File: config.mk
export PLATFORM = sky130hd
export DESIGN_NAME = spi_sram_responder
export DESIGN_NICKNAME = d
export VERILOG_FILES = /design/src/rtl/spi_sram_responder.sv
export SDC_FILE = /design/constraint.sdc
export NUM_CORES = 1
export LEC_CHECK = 0
export CELL_PAD_IN_SITES_DETAIL_PLACEMENT = 0
export CELL_PAD_IN_SITES_GLOBAL_PLACEMENT = 1
export CORE_MARGIN = 2
export CORE_UTILIZATION = 35
export CTS_CLUSTER_SIZE = 8
export DETAILED_ROUTE_END_ITERATION = 12
export PLACE_DENSITY_LB_ADDON = 0.15
export SLEW_MARGIN = 20
export SYNTH_ARGS = -nofsm -noshare
export SYNTH_HDL_FRONTEND = slang
export SYNTH_SLANG_ARGS = --single-unit
File: constraint.sdc
create_clock -name clk -period 2.5 [get_ports clk]
set_input_delay 0.375 -clock clk [delete_from_list [all_inputs] [get_ports clk]]
set_output_delay 0.375 -clock clk [all_outputs]
set_load 0.05 [all_outputs]
File: src/rtl/spi_sram_responder.sv
// SPI mode-0 responder emulating a 23LC-style serial SRAM (READ 0x03 /
// WRITE 0x02, 16-bit address, sequential mode). Pins are oversampled with
// clk and bytes are served from a synchronous backing-memory port.
//
// state   | meaning
// IDLE    | waiting for a synchronised CS fall
// CMD     | shifting in the 8-bit instruction
// ADDR    | shifting in the 16-bit address
// RD_DATA | driving MISO, prefetching the next byte at each byte boundary
// WR_DATA | assembling bytes from MOSI, one mem_wr per completed byte
// IGNORE  | unknown instruction, silent until CS rises
module spi_sram_responder #(
  parameter int ADDR_W      = 16,
  parameter int SYNC_STAGES = 2
) (
  input  logic              clk,
  input  logic              rst,
  input  logic              spi_cs_n,
  input  logic              spi_sck,
  input  logic              spi_mosi,
  output logic              spi_miso,
  output logic              spi_miso_oe,
  output logic [ADDR_W-1:0] mem_addr,
  output logic              mem_rd,
  input  logic [7:0]        mem_rdata,
  output logic              mem_wr,
  output logic [7:0]        mem_wdata,
  output logic              busy
);

  typedef enum logic [2:0] {IDLE, CMD, ADDR, RD_DATA, WR_DATA, IGNORE} state_t;

  logic [SYNC_STAGES-1:0] cs_sync_q, cs_sync_d, sck_sync_q, sck_sync_d;
  logic [SYNC_STAGES-1:0] mosi_sync_q, mosi_sync_d, settle_q, settle_d;
  logic                   sck_prev_q, sck_prev_d, armed_q, armed_d;
  logic                   cs_s, sck_s, mosi_s, sck_rise, sck_fall;

  state_t                 state_q, state_d;
  logic [3:0]             bit_cnt_q, bit_cnt_d;
  logic [14:0]            sh_q, sh_d;
  logic [15:0]            sh_next;
  logic [7:0]             tx_q, tx_d;
  logic [ADDR_W-1:0]      addr_q, addr_d;
  logic                   is_rd_q, is_rd_d;
  logic                   mem_rd_q, mem_rd_d, rd_wait_q, rd_wait_d;
  logic                   mem_wr_q, mem_wr_d, inc_q, inc_d;
  logic [7:0]             wdata_q, wdata_d;

  assign cs_s     = cs_sync_q[SYNC_STAGES-1];
  assign sck_s    = sck_sync_q[SYNC_STAGES-1];
  assign mosi_s   = mosi_sync_q[SYNC_STAGES-1];
  assign sck_rise = sck_s & ~sck_prev_q;
  assign sck_fall = ~sck_s & sck_prev_q;

  // Synchroniser shift, SCK edge history, and arming. After reset the
  // responder only arms once the chain holds real pin samples showing CS
  // high, so a CS that is still low from an interrupted transaction is not
  // mistaken for a fresh fall.
  always_comb begin
    cs_sync_d   = (cs_sync_q << 1) | SYNC_STAGES'(spi_cs_n);
    sck_sync_d  = (sck_sync_q << 1) | SYNC_STAGES'(spi_sck);
    mosi_sync_d = (mosi_sync_q << 1) | SYNC_STAGES'(spi_mosi);
    settle_d    = (settle_q << 1) | SYNC_STAGES'(1);
    sck_prev_d  = sck_s;
    armed_d     = armed_q | ((&settle_q) & cs_s);
  end

  // Front-end registers.
  always_ff @(posedge clk) begin
    if (rst) begin
      cs_sync_q   <= '1;
      sck_sync_q  <= '0;
      mosi_sync_q <= '0;
      settle_q    <= '0;
      sck_prev_q  <= 1'b0;
      armed_q     <= 1'b0;
    end else begin
      cs_sync_q   <= cs_sync_d;
      sck_sync_q  <= sck_sync_d;
      mosi_sync_q <= mosi_sync_d;
      settle_q    <= settle_d;
      sck_prev_q  <= sck_prev_d;
      armed_q     <= armed_d;
    end
  end

  // Next-state and datapath. In RD_DATA the bit counter counts rises; the
  // fall after the 8th rise is the byte boundary that triggers the prefetch,
  // and the fetched byte's MSB appears on MISO as soon as it is latched.
  always_comb begin
    state_d   = state_q;
    bit_cnt_d = bit_cnt_q;
    sh_d      = sh_q;
    tx_d      = rd_wait_q ? mem_rdata : tx_q;
    addr_d    = inc_q ? addr_q + ADDR_W'(1) : addr_q;
    is_rd_d   = is_rd_q;
    mem_rd_d  = 1'b0;
    rd_wait_d = mem_rd_q;
    mem_wr_d  = 1'b0;
    inc_d     = 1'b0;
    wdata_d   = wdata_q;
    sh_next   = {sh_q, mosi_s};
    unique case (state_q)
      IDLE: begin
        if (armed_q && !cs_s) begin
          state_d   = CMD;
          bit_cnt_d = '0;
        end
      end
      CMD: begin
        if (cs_s) begin
          state_d = IDLE;
        end else if (sck_rise) begin
          sh_d      = sh_next[14:0];
          bit_cnt_d = bit_cnt_q + 4'd1;
          if (bit_cnt_q == 4'd7) begin
            bit_cnt_d = '0;
            if (sh_next[7:0] == 8'h03) begin
              state_d = ADDR;
              is_rd_d = 1'b1;
            end else if (sh_next[7:0] == 8'h02) begin
              state_d = ADDR;
              is_rd_d = 1'b0;
            end else begin
              state_d = IGNORE;
            end
          end
        end
      end
      ADDR: begin
        if (cs_s) begin
          state_d = IDLE;
        end else if (sck_rise) begin
          sh_d      = sh_next[14:0];
          bit_cnt_d = bit_cnt_q + 4'd1;
          if (bit_cnt_q == 4'd15) begin
            bit_cnt_d = '0;
            addr_d    = sh_next[ADDR_W-1:0];
            tx_d      = '0;
            if (is_rd_q) begin
              mem_rd_d = 1'b1;
              state_d  = RD_DATA;
            end else begin
              state_d  = WR_DATA;
            end
          end
        end
      end
      RD_DATA: begin
        if (cs_s) begin
          state_d = IDLE;
        end else if (sck_rise) begin
          bit_cnt_d = bit_cnt_q + 4'd1;
        end else if (sck_fall) begin
          if (bit_cnt_q == 4'd8) begin
            bit_cnt_d = '0;
            addr_d    = addr_q + ADDR_W'(1);
            mem_rd_d  = 1'b1;
            tx_d      = '0;
          end else if (bit_cnt_q != 4'd0) begin
            tx_d = {tx_q[6:0], 1'b0};
          end
        end
      end
      WR_DATA: begin
        // A rise coinciding with CS going high still completes its byte.
        if (sck_rise) begin
          sh_d      = sh_next[14:0];
          bit_cnt_d = bit_cnt_q + 4'd1;
          if (bit_cnt_q == 4'd7) begin
            bit_cnt_d = '0;
            mem_wr_d  = 1'b1;
            wdata_d   = sh_next[7:0];
            inc_d     = 1'b1;
          end
        end
        if (cs_s) begin
          state_d = IDLE;
        end
      end
      IGNORE: begin
        if (cs_s) begin
          state_d = IDLE;
        end
      end
      default: state_d = IDLE;
    endcase
  end

  // FSM and datapath registers.
  always_ff @(posedge clk) begin
    if (rst) begin
      state_q   <= IDLE;
      bit_cnt_q <= '0;
      sh_q      <= '0;
      tx_q      <= '0;
      addr_q    <= '0;
      is_rd_q   <= 1'b0;
      mem_rd_q  <= 1'b0;
      rd_wait_q <= 1'b0;
      mem_wr_q  <= 1'b0;
      inc_q     <= 1'b0;
      wdata_q   <= '0;
    end else begin
      state_q   <= state_d;
      bit_cnt_q <= bit_cnt_d;
      sh_q      <= sh_d;
      tx_q      <= tx_d;
      addr_q    <= addr_d;
      is_rd_q   <= is_rd_d;
      mem_rd_q  <= mem_rd_d;
      rd_wait_q <= rd_wait_d;
      mem_wr_q  <= mem_wr_d;
      inc_q     <= inc_d;
      wdata_q   <= wdata_d;
    end
  end

  assign spi_miso_oe = (state_q == RD_DATA);
  assign spi_miso    = (state_q == RD_DATA) & tx_q[7];
  assign mem_addr    = addr_q;
  assign mem_rd      = mem_rd_q;
  assign mem_wr      = mem_wr_q;
  assign mem_wdata   = wdata_q;
  assign busy        = armed_q & ~cs_s;

endmodule
Word level (Yosys, flattened, before mapping)
Cells that the tools add are included.
{"block": "word_totals", "input_bits": 13, "elab_cells": 131, "out_inout_bits": 29, "register_bits": 68}
{"block": "op_classes", "n_reduce_logical": 16, "n_mux": 59, "eq_ne": 23, "bitwise_logic": 14, "addsub": 2}
{"operator": "16-bit 2-to-1 mux", "n": 8}
{"operator": "8-bit 2-to-1 mux", "n": 9}
{"operator": "4-bit 2-to-1 mux", "n": 11}
{"operator": "3-bit 2-to-1 mux", "n": 11}
{"operator": "16-bit case mux with 2 select lines", "n": 1}
{"operator": "15-bit 2-to-1 mux", "n": 2}
{"operator": "15-bit case mux with 2 select lines", "n": 1}
{"operator": "4-bit case mux with 5 select lines", "n": 1}
{"operator": "16-bit by 1-bit adder with 16-bit output (second input constant)", "n": 1}
{"operator": "8-bit by 2-bit == test with 1-bit output (second input constant)", "n": 2}
{"operator": "8-bit case mux with 2 select lines", "n": 1}
{"operator": "1-bit 2-to-1 mux", "n": 12}
{"operator": "2-bit inequality test (second input constant)", "n": 6}
{"operator": "3-bit inequality test (second input constant)", "n": 4}
{"operator": "3-bit case mux with 4 select lines", "n": 1}
{"operator": "4-bit == test (second input constant)", "n": 2}
{"operator": "8-bit AND reduction", "n": 1}
{"operator": "3-bit by 2-bit == test with 1-bit output (second input constant)", "n": 2}
{"operator": "3-bit == test (second input constant)", "n": 2}
{"operator": "3-bit by 1-bit inequality test with 1-bit output (second input constant)", "n": 2}
{"operator": "2-bit by 1-bit bitwise OR with 2-bit output", "n": 3}
{"operator": "6-bit AND reduction", "n": 1}
{"operator": "3-bit OR reduction", "n": 2}
{"operator": "1-bit AND", "n": 5}
{"operator": "17 further kinds", "n": 23}

Logic depth before layout (Yosys ltp)
Gate-level depths: netlist (run 1).
{"block": "logic_depth", "word_depth": 7, "ltp_mapped": 9}

Worst setup path before layout (run 1)
Ideal clock, no wire load.
{"block": "synth_path", "path_kind": "register -> register", "start": "register cs_sync_q[1]", "end": "register bit_cnt_q[1]", "required_ns": 2.429, "path_buffers": 1, "path_stages_with_launch": 7, "arrival_time_ns": 2.295, "slack_ns": 0.134, "synth_period_minus_slack_ns": 2.366, "cell_sequence": "dfxtp_1 > buf_6 > nor2b_1 > a22oi_1 > o221a_2 > or4b_1 > a21oi_1"}
{"block": "synth_via", "elab_chain_cells": 4}
{"item": "start: declaration", "line": "33", "text": "logic [SYNC_STAGES-1:0] cs_sync_q, cs_sync_d, sck_sync_q, sck_sync_d;"}
{"item": "start signal: assignment", "line": "78", "text": "cs_sync_q <= cs_sync_d;"}
{"item": "1-bit zero test", "line": "105", "text": "if (armed_q && !cs_s) begin"}
{"item": "1-bit logical AND", "line": "105"}
{"item": "2-bit inequality test (no line)"}
{"item": "8-bit AND reduction (no line) (*)"}
{"item": "end signal: assignment", "line": "206", "text": "bit_cnt_q <= bit_cnt_d;"}
{"item": "end: declaration", "line": "39", "text": "logic [3:0] bit_cnt_q, bit_cnt_d;"}
Every way passes the cells marked *; elsewhere a longest branch is shown, timed or not.
A chain may end at the register's enable or synchronous reset.

Worst setup path after layout (run 1)
{"block": "layout_path", "start": "register state_q[0]", "end": "register addr_q[11] (netlist: mem_addr[11])"}
{"block": "layout_via", "elab_chain_cells": 2}
{"item": "start: declaration", "line": "38", "text": "state_t state_q, state_d;"}
{"item": "start signal: assignment", "line": "205", "text": "state_q <= state_d;"}
{"item": "3-bit by 2-bit == test with 1-bit output", "line": "103", "text": "unique case (state_q)"}
{"item": "16-bit case mux with 2 select lines (*)", "line": "103"}
{"item": "end signal: assignment", "line": "209", "text": "addr_q <= addr_d;"}
{"item": "end: declaration", "line": "43", "text": "logic [ADDR_W-1:0] addr_q, addr_d;"}
Marked as above.

==> flow_results.org, run 1 <==
** GRT
- In the global route stage, met3 resource usage came out at 0.0445.
- Met2 demand-to-capacity share in global routing :: 0.257
- Maximum number of pins on one net before global-route repair :: 37
- The number of antenna violations at the first check in global routing came to 0.
- Global-route layer with the greatest usage :: met2
- Across every metal layer, demand over resource in global routing totals 0.165.
- Via count of the first global-routing pass :: 2562
- The first global-routing pass estimated 13.4 mm of wire.
- For this run the aggregate overflow at the end of global routing stands at 0.
- For this run, global-route usage on met1 was measured as 0.228.

** Yosys
- Yosys printed 0 warnings.
- Area fraction of the dominant cell type after synthesis :: 0.405
- Top cells by count, synth :: sky130_fd_sc_hd__dfxtp_1 (68), sky130_fd_sc_hd__nor2_1 (51), sky130_fd_sc_hd__mux2i_1 (27)
- Number of synthesized flops with an enable pin :: 0
- Yosys top cell by area :: sky130_fd_sc_hd__dfxtp_1
- After synthesis the cells add up to 3360 µm².
- Dominant synthesized flop cell :: sky130_fd_sc_hd__dfxtp_1
- In this run, synthesis produced a sequential element count of 68.
- FFs w/ async S/R, synth :: 0
- Yosys mapped the design onto 69 distinct sky130hd cell types.
- Number of cells produced by synthesis :: 363
- Synth area leaders :: sky130_fd_sc_hd__dfxtp_1 (41%), sky130_fd_sc_hd__mux2i_1 (8.0%), sky130_fd_sc_hd__nor2_1 (5.7%), sky130_fd_sc_hd__mux2_2 (2.7%), sky130_fd_sc_hd__a211oi_2 (2.6%)
- Sequential element share of the synthesized area :: 0.405
- Number of nets in the synthesized netlist :: 379
- Each instance of the synthesized netlist takes up on average 9.25 µm².
- In the post-synthesis netlist, the cell with the most instances is sky130_fd_sc_hd__dfxtp_1.

** Drt
- Summed over all layers, the routed wires come to 8.27 mm.
- Total DRC errors in the routed layout :: 0
- Vias per cell :: 5.14
- The detailed router finished its first iteration with 112 violations.
- The count of nets left with antenna violations once routing finished came out at 0.
- Dividing the detail-routed wire length by the instance count gives 15.4 µm.
- For this run, the detailed router's first-pass iteration total came to 4.
- For this block, the via count after detailed routing is 2766.

** Placement
- At the end of routability-driven placement, the weighted congestion stood at 0.772.
- Input and output buffers added on the ports amount to 41.
- Timing analysis after detailed placement gives a worst setup slack of 0.250 ns.
- Post-detailed-placement half-perimeter wirelength :: 5.79 mm
- In this run, placement finished with an instance count of 522.
- After detailed placement, the total cell area comes to 3880 µm².

** Die
- In this run the core area contains 35 standard-cell rows.
- CORE AREA :: 9280 µm²
- From left edge to right edge, the die measures 102 µm.
- I/O pins :: 42
- Die outline height :: 102 µm
- Die Footprint :: 10400 µm²
- For this configuration, the core starts out at a cell density of 0.362.

** Timing
- Worst-margin pin slew :: 0.871 ns
- Total setup violations reported at the end of the flow :: 0
- Rel. slew slack :: 0.420
- Final critical-path required period :: 2.27 ns
- Final hold analysis gives a worst-case slack of 0.389 ns.
- Top achievable clock speed :: 441 MHz
- Max Clock Skew :: 0.0108 ns
- Of the available clock period, the critical path in the final layout requires 0.907.
- The number of hold violations in the final report came to 0.
- Setup repair after global routing missed its margin :: no
- Max Slew Vio Count :: 0
- For the final routed database, the setup TNS stands at 0 ns.
- Setup ws final :: 0.233 ns

** Clock tree
- The tree built by TritonCTS fans out to 68 sinks.
- The clock reaches the later pin of the worst-skew pair after 0.35 ns.
- CTS placed an instance of sky130_fd_sc_hd__clkbuf_8 at the clock tree root.
- The clock tree synthesis step divided the H-tree into 3 levels.
- Clock tree from TritonCTS :: done
- In this run, post-CTS repair resized a total of 0 instances.
- Buffers added to address setup during post-CTS repair amount to 0.
- Buffers inserted to repair hold after CTS numbered 0.
- Clock edge transition at the registers on the reported setup and hold paths :: 0.08 ns
- The clock passes through at most 2 buffers.
- Clock buffer count from CTS :: 9

** Setup path
- The most critical setup path has its startpoint at state_q[0].
- The worst register-to-register path has a depth of 5.
- STA classifies the critical path endpoint as a register.
- Critical R2R Launch :: state_q[0]
- Data on the critical path is required at its endpoint by 2.76 ns.
- Crit path launch type :: register
- CP Class :: reg -> reg
- In this run the worst setup path terminates at mem_addr[11].
- Data arrives at the worst endpoint at 2.53 ns.
- Crit Path Max Fanout :: 13
- The worst register-to-register path ends at mem_addr[11].
- The worst register-to-register path has a setup slack of 0.23 ns.

** Cells and area
- Of the cells placed in the final design, the portion with a size suffix greater than 1 is 0.156.
- Fill cells in the final layout number 963.
- Nets :: 420
- Final antenna diode count :: 0
- After the flow finishes, the layout carries non-filler instances totaling 538.
- Final cell area excluding filler cells :: 4070 µm²
- From synthesis to final layout, the design area changed by 21.3%.

** Power
- Power density normalized to cell area :: 535 nW/µm²
- For this design the static power due to leakage is 1.51 nW.
- IR analysis of the VDD net gives a maximum drop of 0.267 mV.

** Flow run
- Max capacitance violation total :: 0

** Status
- The run finished with clean final reports.

** Min path
- Path type of the worst min-delay path :: in -> reg
==> flip-flops by register name, summed over array words and instances (netlist names) <==
signal	cells
sck_sync_q	2
armed_q	1
sck_prev_q	1
mosi_sync_q	2
tx_q	8
cs_sync_q	2
mem_wdata	8
mem_rd	1
settle_q	2
sh_q	15
is_rd_q	1
mem_addr	16
bit_cnt_q	4
state_q	3
rd_wait_q	1
inc_q	1
==> worst min-delay path by stage <==
| stage | startpoint | end | slack (ns) | cells after the start |
|---|---|---|---|---|
| global route | rst | mem_addr[9] | 0.39 | 3 |
| finish | rst | mem_addr[9] | 0.39 | 3 |
| CTS | rst | mem_addr[9] | 0.38 | 3 |
| detailed placement | cs_sync_q[0] | cs_sync_q[1] | 0.41 | 1 |
| global placement | cs_sync_q[0] | cs_sync_q[1] | 0.40 | 1 |
| floorplan | cs_sync_q[0] | cs_sync_q[1] | 0.39 | 1 |
==> area by class of cell <==
cell class	count	area (µm²)	area share
Tap cell	129	161	0.0396
Inverter	8	30.0	0.00737
Clock inverter	6	63.8	0.0157
Sequential cell	68	1360	0.334
Clock buffer	10	128	0.0313
Timing Repair Buffer	52	495	0.122
Multi-Input combinational cell	265	1830	0.450
==> report_power, final <==
part / switching, mW / total, mW / internal, mW
sequential: 0.0212 / 1.12 / 1.09
clock: 0.436 / 0.896 / 0.461
combinational: 0.0915 / 0.169 / 0.0771
==> critical path: stages (launching register included) <==
cell,delay (ns)
sky130_fd_sc_hd__dfxtp_1,0.60
sky130_fd_sc_hd__and3b_1,0.41
sky130_fd_sc_hd__nand3_2,0.23
sky130_fd_sc_hd__a21boi_2,0.22
sky130_fd_sc_hd__or3b_2,0.47
sky130_fd_sc_hd__o311ai_1,0.25
==> kinds of logic after synthesis <==
| kind of cell | Yosys count | share of synthesized area |
|---|---|---|
| and+or+nand+nor | 152 | 0.249 |
| DFF | 68 | 0.405 |
| AOI/OAI and AO/OA | 67 | 0.158 |
| muxes | 35 | 0.107 |
| buffers and inverters | 30 | 0.0484 |
| xor gates and xnor gates | 8 | 0.0209 |
| adders and majority gates | 3 | 0.0112 |
==> stage by stage <==
| stage | total power, mW | util |
|---|---|---|
| 3_5_place_dp | 1.31 | 0.418 |
| 4_1_cts | 2.22 | 0.439 |
| 2_1_floorplan | 1.26 | - |
| 6_report | 2.18 | 0.439 |
| 3_3_place_gp | 1.31 | 0.418 |
| 5_1_grt | 2.28 | 0.439 |
==> metal layers <==
layer  part of all wire  routed length (µm)  up-vias
li1                   -                   -     1390
met1               0.51                4200     1321
met2               0.45                3710       47
met3              0.034                 285        8
met4             0.0087                  72        0
met5                  0                   0        -
==> placed cells by master (no fill, tap or decap), types with 3 or more instances in the layout <==
cell                              count
sky130_fd_sc_hd__a211oi_2             7
sky130_fd_sc_hd__a21oi_1             14
sky130_fd_sc_hd__a22oi_1              8
sky130_fd_sc_hd__a31oi_1              5
sky130_fd_sc_hd__and2_1               4
sky130_fd_sc_hd__and3_1               4
sky130_fd_sc_hd__and4_1               3
sky130_fd_sc_hd__buf_4               12
sky130_fd_sc_hd__clkbuf_8             9
sky130_fd_sc_hd__clkdlybuf4s50_1     38
sky130_fd_sc_hd__dfxtp_1             68
sky130_fd_sc_hd__ha_1                 3
sky130_fd_sc_hd__inv_1                8
sky130_fd_sc_hd__mux2_2               8
sky130_fd_sc_hd__mux2i_1             27
sky130_fd_sc_hd__nand2_1             18
sky130_fd_sc_hd__nand2b_1             3
sky130_fd_sc_hd__nand3_1             11
sky130_fd_sc_hd__nand4_1              5
sky130_fd_sc_hd__nor2_1              51
sky130_fd_sc_hd__nor2b_1             11
sky130_fd_sc_hd__nor3_1              12
sky130_fd_sc_hd__nor3b_1              3
sky130_fd_sc_hd__o21ai_0              6
sky130_fd_sc_hd__or2_2                3
sky130_fd_sc_hd__or3_1                4
sky130_fd_sc_hd__xor2_1               7
Power figures use the tool's default switching activity.
==> run 2, diff against run 1 <==
CTS_BUF_LIST = sky130_fd_sc_hd__clkbuf_16   (was not set)
==> run 2 against run 1 <==
Total power up 16%. Sequential power about the same. Clock-buffer cell count down 1. Die area unchanged. Combinational power about the same. Sequential cell count unchanged. Largest cell class unchanged. First-iteration DRC count down 20%.
==> flow_results.org, run 2 (same netlist as run 1, synthesis figures left out) <==
** Status
- Result of the run :: finished, final reports clean

** Clock tree
- The clock sink total is 68 (unchanged).
- TritonCTS built the clock tree.
- Post-CTS resize count :: 0 (unchanged)
- The number of clock buffers inserted by TritonCTS came to 9 (unchanged).
- Clock tree synthesis selected as its root buffer the cell sky130_fd_sc_hd__clkbuf_16.
- The number of buffers inserted by post-CTS setup repair is 0 (unchanged).
- The clock tree buffer depth is 2 (unchanged).
- Quantity of hold-fixing buffers added after cts :: 0 (unchanged)
- The clock-pin slew of the registers on the worst-case setup and hold paths is 0.06 ns (-0.02 ns).
- Total number of H-tree levels :: 3 (unchanged)
- The later-pin clock latency in the skew report is 0.33 ns (-0.02 ns).

** Setup path
- Worst setup path end :: mem_addr[11]
- Critical R2R Capture :: mem_addr[11]
- Tracing the worst setup path back leads to its startpoint at state_q[0].
- Worst path arrival time :: 2.52 ns (about the same)
- The worst setup path is of the reg -> reg kind.
- Worst endpoint required time :: 2.74 ns (-0.02 ns)
- The count of cells along the worst register-to-register path was 5 (unchanged).
- The worst setup path is launched from a register.
- STA classifies the critical path endpoint as a register.
- The minimum setup slack among reg-to-reg paths is 0.22 ns (about the same).
- The worst register-to-register path begins at state_q[0].
- The highest net fanout along the worst path came to 13 (unchanged).

** Cells and area
- Number of flip-flops in the largest register :: 16 (unchanged)
- The number of diodes added for antenna fixing came to 0 (unchanged).
- Layout-stage area growth over the synthesis result :: 24.3%
- The share of layout cells above drive strength 1 is 0.156 (unchanged).
- The number of non-filler instances in the completed layout is 538 (unchanged).
- Final cell area excluding filler cells :: 4180 µm² (+2.5%)
- The net count reported at finish came to 420 (unchanged).
- The library cell used most frequently in the layout, excluding fill and tap cells, is sky130_fd_sc_hd__dfxtp_1.
- Commonest cells after routing, fill and taps aside :: sky130_fd_sc_hd__dfxtp_1 (68), sky130_fd_sc_hd__nor2_1 (51), sky130_fd_sc_hd__clkdlybuf4s50_1 (38)
- Share of the core filled with cells in the final layout :: 0.450 (+0.0109)

** Power
- Power density normalized to cell area :: 606 nW/µm² (+13%)
- Cell leakage power :: 1.56 nW (+3.3%)
- The final total power came to 2.53 mW (+16%).
- Worst IR drop on VDD :: 0.329 mV (+23%)

** Timing
- Total setup violations reported at the end of the flow :: 0 (unchanged)
- The clock period minus worst slack came to 2.28 ns (+0.0126 ns).
- The worst hold margin is 0.413 ns (+0.0237 ns).
- The normalized max-slew margin is 0.416 (-0.00324).
- The final critical-path share of the clock period is 0.912 (+0.00502).
- The total count of max-transition violations in the final report came to 0 (unchanged).
- Final TNS setup :: 0 ns (unchanged)
- Worst-margin pin slew :: 0.875 ns (+0.00486 ns)
- The highest achievable clock rate came to 439 MHz (-0.55%).
- Hold Vio Cnt, Final :: 0 (unchanged)
- The final setup skew was 0.00845 ns (-0.00233 ns).
- Setup repair after global routing missed its margin :: no
- The worst setup slack after layout is 0.221 ns (-0.0126 ns).

** GRT
- Congestion Overflow GR :: 0 (unchanged)
- The total global-route track usage is 0.165 (about the same).
- Via count of the first global-routing pass :: 2557 (-0.20%)
- First-pass GRT wire length :: 13.4 mm (+0.46%)
- Antenna violations before repair :: 0 (unchanged)
- The largest net degree at the start of global routing is 37 (unchanged).

** Die
- The initial core utilization was 0.362 (unchanged).
- Die Footprint :: 10400 µm² (unchanged)
- The y dimension of the die was 102 µm (unchanged).
- Horiz. Die Dim :: 102 µm (unchanged)
- The top-level port count was 42 (unchanged).
- Cell row count :: 35 (unchanged)
- The core footprint is 9280 µm² (unchanged).

** Placement
- The HPWL after detailed placement was 5.79 mm (unchanged).
- Worst-case setup slack after placement :: 0.250 ns (unchanged)
- Placed cell count :: 522 (unchanged)
- The count of port buffers added during placement was 41 (unchanged).
- The routability congestion estimate is 0.772 (unchanged).
- Placed standard-cell area :: 3880 µm² (unchanged)

** Drt
- The number of detailed-routing iterations run before antenna repair is 4 (unchanged).
- Vias per cell :: 5.10 (-0.72%)
- Routed wirelength normalized by instance count :: 15.3 µm (-0.40%)
- Initial DRC Count :: 90 (-20%)
- The final wirelength came to 8.23 mm (-0.40%).
- The overall via count from detail_route was 2746 (-0.72%).
- The residual antenna-violating net count after detailed routing is 0 (unchanged).
- The number of remaining DRC errors came to 0 (unchanged).

** Min path
- The path class of the tightest hold or removal check is in -> reg.

** Flow run
- Max capacitance violation total :: 0 (unchanged)
[run 2: cell count changes in the layout (fill, tap and decap cells not counted)]
cell / previous run / this run
sky130_fd_sc_hd__clkbuf_8: 9 / 0
sky130_fd_sc_hd__inv_1: 8 / 9
sky130_fd_sc_hd__clkbuf_1: 1 / 0
sky130_fd_sc_hd__clkbuf_16: 0 / 9
[run 2: worst min-delay path by stage]
| stage | slack (ns) | cells past startpoint | end | from |
|---|---|---|---|---|
| floorplan | 0.39 | 1 | cs_sync_q[1] | cs_sync_q[0] |
| global placement | 0.40 | 1 | cs_sync_q[1] | cs_sync_q[0] |
| detailed placement | 0.41 | 1 | cs_sync_q[1] | cs_sync_q[0] |
| CTS | 0.41 | 3 | mem_addr[9] | rst |
| global route | 0.42 | 3 | mem_addr[9] | rst |
| finish | 0.41 | 3 | mem_addr[9] | rst |
[run 2: power by group]
group | switching [mW] | internal, mW | leakage (nW)
clock | 0.477 | 0.768 | 0.143
sequential | 0.0211 | 1.10 | 0.550
combinational | 0.0911 | 0.0771 | 0.870
total | 0.589 | 1.94 | 1.56
[run 2: critical path, cell delays in order (launching register included)]
cell                       delay (ns)
sky130_fd_sc_hd__dfxtp_1         0.60
sky130_fd_sc_hd__and3b_1         0.42
sky130_fd_sc_hd__nand3_2         0.23
sky130_fd_sc_hd__a21boi_2        0.22
sky130_fd_sc_hd__or3b_2          0.47
sky130_fd_sc_hd__o311ai_1        0.26
[run 2: layout make-up]
cell class | instances | area [µm²]
Sequential cell | 68 | 1360
Timing Repair Buffer | 52 | 495
Multi-Input combinational cell | 265 | 1830
Fill cell | 945 | 5110
Inverter | 8 | 30.0
Clock buffer | 9 | 225
Tap cell | 129 | 161
Clock inverter | 7 | 67.6
[run 2: routing by layer]
metal,track usage,up-vias,share of wire,wire [µm]
li1,-,1391,-,-
met2,0.258,53,0.46,3780
met4,0.0421,0,0.0021,17
met1,0.228,1300,0.51,4170
met3,0.0424,2,0.032,266
met5,0,-,0,0
